$ cat config.mk
export PLATFORM = sky130hd
export DESIGN_NAME = baud_gen_nco
export DESIGN_NICKNAME = d
export VERILOG_FILES = /design/src/rtl/baud_gen_nco.sv
export SDC_FILE = /design/constraint.sdc
export NUM_CORES = 1
export LEC_CHECK = 0
export CORE_MARGIN = 2
export CORE_UTILIZATION = 40
export CTS_CLUSTER_SIZE = 16
export DETAILED_ROUTE_END_ITERATION = 10
export PLACE_DENSITY_LB_ADDON = 0.15
export SLEW_MARGIN = 0
export SYNTH_ARGS = -nofsm -noshare
export SYNTH_HDL_FRONTEND = slang
export SYNTH_SLANG_ARGS = --single-unit
$ cat constraint.sdc
create_clock -name clk -period 3.75 [get_ports clk]
set_input_delay 1.125 -clock clk [delete_from_list [all_inputs] [get_ports clk]]
set_output_delay 1.125 -clock clk [all_outputs]
set_load 0.05 [all_outputs]
$ cat src/rtl/baud_gen_nco.sv
// Phase-accumulator (NCO) baud-rate generator with programmable increment.
// Define BAUD_GEN_OVS_EN to add the oversampling divider (ovs_tick, bit-centre restart).
module baud_gen_nco #(
   parameter int unsigned CLK_FREQ     = 24_000_000,
   parameter int unsigned BAUD_DEFAULT = 9600,
   parameter int unsigned ACC_W        = 24,
   parameter int unsigned OVS          = 16
) (
   input  logic             clk,
   input  logic             rst_n,
   input  logic             en,
   input  logic             restart,
   input  logic             inc_wr,
   input  logic [ACC_W-1:0] inc_wdata,
   output logic [ACC_W-1:0] inc,
   output logic             ovs_tick,
   output logic             baud_tick
);

`ifdef BAUD_GEN_OVS_EN
   localparam bit OVS_EN = 1'b1;
`else
   localparam bit OVS_EN = 1'b0;
`endif

   // Rounded default increment, evaluated in 64 bits so ACC_W up to 32 cannot overflow.
   localparam logic [63:0] MULT  = OVS_EN ? 64'(OVS) : 64'd1;
   localparam logic [63:0] CLK64 = 64'(CLK_FREQ);
   localparam logic [63:0] NUM   = (64'(BAUD_DEFAULT) * MULT) << ACC_W;
   localparam logic [63:0] INC64 = (NUM + (CLK64 >> 1)) / CLK64;
   localparam logic [ACC_W-1:0] INC0 = INC64[ACC_W-1:0];

   logic [ACC_W-1:0] acc;
   logic [ACC_W:0]   sum;
   logic             carry;

   // One extra bit holds the wrap, so even inc >= 2^(ACC_W-1) yields at most one carry per add.
   assign sum   = {1'b0, acc} + {1'b0, inc};
   assign carry = sum[ACC_W];

`ifdef BAUD_GEN_OVS_EN
   localparam int unsigned DIV_W = $clog2(OVS);
   localparam logic [DIV_W-1:0] DIV_HALF = DIV_W'(OVS / 2);
   localparam logic [DIV_W-1:0] DIV_LAST = DIV_W'(OVS - 1);

   logic [DIV_W-1:0] div;

   // NOTE: every register here uses <= so all state updates see the pre-edge values.
   always_ff @(posedge clk or negedge rst_n) begin
      if (!rst_n) begin
         acc       <= '0;
         inc       <= INC0;
         div       <= '0;
         ovs_tick  <= 1'b0;
         baud_tick <= 1'b0;
      end else begin
         if (inc_wr)
            inc <= inc_wdata;
         if (restart) begin
            acc       <= '0;
            div       <= DIV_HALF;
            ovs_tick  <= 1'b0;
            baud_tick <= 1'b0;
         end else if (en) begin
            acc       <= sum[ACC_W-1:0];
            ovs_tick  <= carry;
            baud_tick <= carry && (div == DIV_LAST);
            if (carry)
               div <= div + DIV_W'(1);
         end else begin
            ovs_tick  <= 1'b0;
            baud_tick <= 1'b0;
         end
      end
   end
`else
   assign ovs_tick = 1'b0;

   // NOTE: every register here uses <= so all state updates see the pre-edge values.
   always_ff @(posedge clk or negedge rst_n) begin
      if (!rst_n) begin
         acc       <= '0;
         inc       <= INC0;
         baud_tick <= 1'b0;
      end else begin
         if (inc_wr)
            inc <= inc_wdata;
         if (restart) begin
            acc       <= '0;
            baud_tick <= 1'b0;
         end else if (en) begin
            acc       <= sum[ACC_W-1:0];
            baud_tick <= carry;
         end else begin
            baud_tick <= 1'b0;
         end
      end
   end
`endif

endmodule

==> run metrics <==
status completed; largest net degree at the start of global routing 29; DRT Pass-1 Iters 4; hold_sp acc[21]$_DFFE_PN0P_; Critical Path AT 1.69 ns; Core Area roughly 0.0073 sq mm; CP delay by family, top buffers and inverters; critical path class register to primary output; slowest CP cell clkdlybuf4s50_1; crit path launch type register; CP max FO 4; hold path endpoint acc[21]$_DFFE_PN0P_; clk root buf clkbuf_8; PortBufs 53; worst flop-to-flop path endpoint acc[22]$_DFFE_PN0P_; clock sink count 49; Routed WL between 6 and 7 mm; Gate Count Post-Synth 288; worst endpoint required time ~2.6 ns; final setup vio count 0; predominant post-synthesis flop cell dfrtp_1; Area growth syn-to-layout 23.9%; critical path depth 1; clk slew on worst S/H paths around 0.090 ns; clock latency on the worst-skew pair about 0.31 ns; Setup Buffers After CTS 0; syn avg cell area between 10 and 15 sq um; Antenna Nets Post-Route 0; Initial DRC Count 69; Nets about 390; ant diodes 0; Hold-fix buffers, CTS 0; num rows 31; crit end category primary output; TNS Setup 0 ns; DR DRC count 0; routed vias 2363; RSZ-0062 raised after global routing false; initial antenna violation count 0; Post-synth ARST share 1.00; Hold WS 0.516 ns; Post-synth EDFFs 0; Ports 55; Die Ht 91.7 um; flops & latches, synth 49; Pwr Density 538 mW/mm^2; post-CTS sizing 0; RePlAce Congestion roughly 0.85; LEAKAGE approximately 1.8 nW; Final min period 2.82 ns; FF-to-FF setup slack approximately 1.0 ns; Cell variety after synth 50; r2r startpoint inc[0]$_DFFE_PN1P_; final hold violations 0; WL/cell between 15 and 20 um; VDD IR max 0.218 mV; Die X 91.7 um; Max stage delay on crit path 0.81 ns; CP Buf/Inv Count 1; Hold Path Cell Cnt 1; vias in the first global route about 2400; relative slew slack 0.637; critical path, cell by cell clkdlybuf4s50_1; htree depth 2; max-slew violation count 0; Worst R2R Path Depth 9; Seq/Total Area, Yosys 0.402; Post-DP HPWL around 4.9 mm; Die ar. 0.00841 sq mm; clock skew approximately 0.0088 ns; drt via density between 5 and 6; Syn Std Cell Area 0.00308 sq mm; GRT overflow 0; first-pass GRT wire length approximately 11 mm; Bufs on Longest Clock Path 2; Cell Area, Placed 0.00368 sq mm; TritonCTS Buffers 5; Initial Utilization 0.420; maxcap violations 0; syn nets 342; share of layout cells above drive strength 1 0.155; Final period util 0.751; CTS tree built; Total GRT Usage 0.167; Peak Freq approximately 360 MHz; hold crit path type register to register; yosys warns 0; Worst-Margin Slew around 0.54 ns; final instance area 0.00381 sq mm
cell usage in the layout (no fill, tap or decap), types with 2 or more instances in the layout:
| cell type | count |
|---|---|
| clkdlybuf4s50_1 | 52 |
| dfrtp_1 | 41 |
| nor2_1 | 25 |
| mux2_2 | 24 |
| ha_1 | 24 |
| a21o_1 | 19 |
| a21oi_1 | 15 |
| mux2i_1 | 13 |
| xnor2_1 | 10 |
| nand2_1 | 9 |
| xor2_1 | 8 |
| dfstp_2 | 8 |
| nand4_1 | 7 |
| nand3_1 | 6 |
| o21ai_0 | 5 |
| a31oi_1 | 5 |
| clkbuf_8 | 5 |
| o211ai_1 | 4 |
| a211oi_1 | 4 |
| o21bai_1 | 4 |
| a22o_1 | 4 |
| buf_4 | 4 |
| inv_1 | 3 |
| nor2b_1 | 2 |
| nor3_1 | 2 |
| o21a_1 | 2 |
| a211o_1 | 2 |
| o22ai_1 | 2 |
| nand2b_1 | 2 |
| bufinv_16 | 2 |
layer usage:
layer / vias up / share of wire / global-route usage
met4: 0 / 0.013 / 0.0543
met5: - / 0 / 0
met2: 44 / 0.47 / 0.276
li1: 1158 / - / -
met3: 7 / 0.033 / 0.0263
met1: 1154 / 0.48 / 0.224
worst max-delay path by stage:
stage | slack [ns] | startpoint | end
after floorplan | 1.05 | inc[0]$_DFFE_PN1P_ | acc[22]$_DFFE_PN0P_
after global placement | 1.00 | restart | acc[23]$_DFFE_PN0P_
after detailed placement | 0.98 | restart | acc[23]$_DFFE_PN0P_
after CTS | 0.92 | inc[1]$_DFFE_PN1P_ | inc[1]
after global routing | 0.88 | inc[1]$_DFFE_PN1P_ | inc[1]
final | 0.93 | inc[1]$_DFFE_PN1P_ | inc[1]
final cells by class:
type	count	area (sq um)
Fill cell	663	3520
Multi-Input combinational cell	218	1750
Sequential cell	49	1240
Timing Repair Buffer	57	556
Tap cell	99	124
Clock buffer	5	68.8
Clock inverter	3	65.1
Inverter	3	11.3
sequential cells by signal, summed over array words and instances (netlist names):
| register | cells |
|---|---|
| inc | 24 |
| acc | 24 |
| baud_tick | 1 |
synth_stat cells, types with 2 or more instances:
| cell | count | area share |
|---|---|---|
| dfrtp_1 | 41 | 0.33 |
| nor2_1 | 25 | 0.031 |
| ha_1 | 24 | 0.098 |
| mux2_2 | 24 | 0.088 |
| a21o_1 | 19 | 0.046 |
| a21oi_1 | 15 | 0.024 |
| clkbuf_1 | 15 | 0.018 |
| mux2i_1 | 13 | 0.042 |
| xnor2_1 | 10 | 0.028 |
| nand2_1 | 9 | 0.011 |
| dfstp_2 | 8 | 0.068 |
| xor2_1 | 8 | 0.023 |
| nand4_1 | 7 | 0.014 |
| nand3_1 | 6 | 0.0098 |
| a31oi_1 | 5 | 0.010 |
| o21ai_0 | 5 | 0.0081 |
| a211oi_1 | 4 | 0.0098 |
| a22o_1 | 4 | 0.011 |
| o211ai_1 | 4 | 0.0098 |
| o21bai_1 | 4 | 0.0098 |
| inv_1 | 3 | 0.0037 |
| a211o_1 | 2 | 0.0057 |
| nand2b_1 | 2 | 0.0041 |
| nor2b_1 | 2 | 0.0041 |
| nor3_1 | 2 | 0.0033 |
| o21a_1 | 2 | 0.0049 |
| o22ai_1 | 2 | 0.0041 |
logic make-up after synthesis:
family	after synthesis	synth area share
compound gates	77	0.183
xor+xnor	18	0.0513
fa+ha+maj	25	0.104
buf+inv	21	0.0293
flops	49	0.402
mux	38	0.135
other cells	1	0.00122
simple gates	59	0.0940
report_power, final:
part,internal (W),switching [W]
combinational,0.000401,0.000523
clock,0.000265,0.000182
sequential,0.000619,0.0000576
total,0.00128,0.000763
metrics by stage:
step                      instances  power (W)   util  setup slack (ns)
final                           434    0.00205  0.520             0.935
after global routing            434    0.00220  0.520             0.880
after CTS                       434    0.00207  0.520             0.917
after detailed placement        426    0.00161  0.501             0.984
after global placement          426    0.00160  0.501              1.00
after floorplan                 288    0.00139      -              1.05
Power figures use the tool's default switching activity.
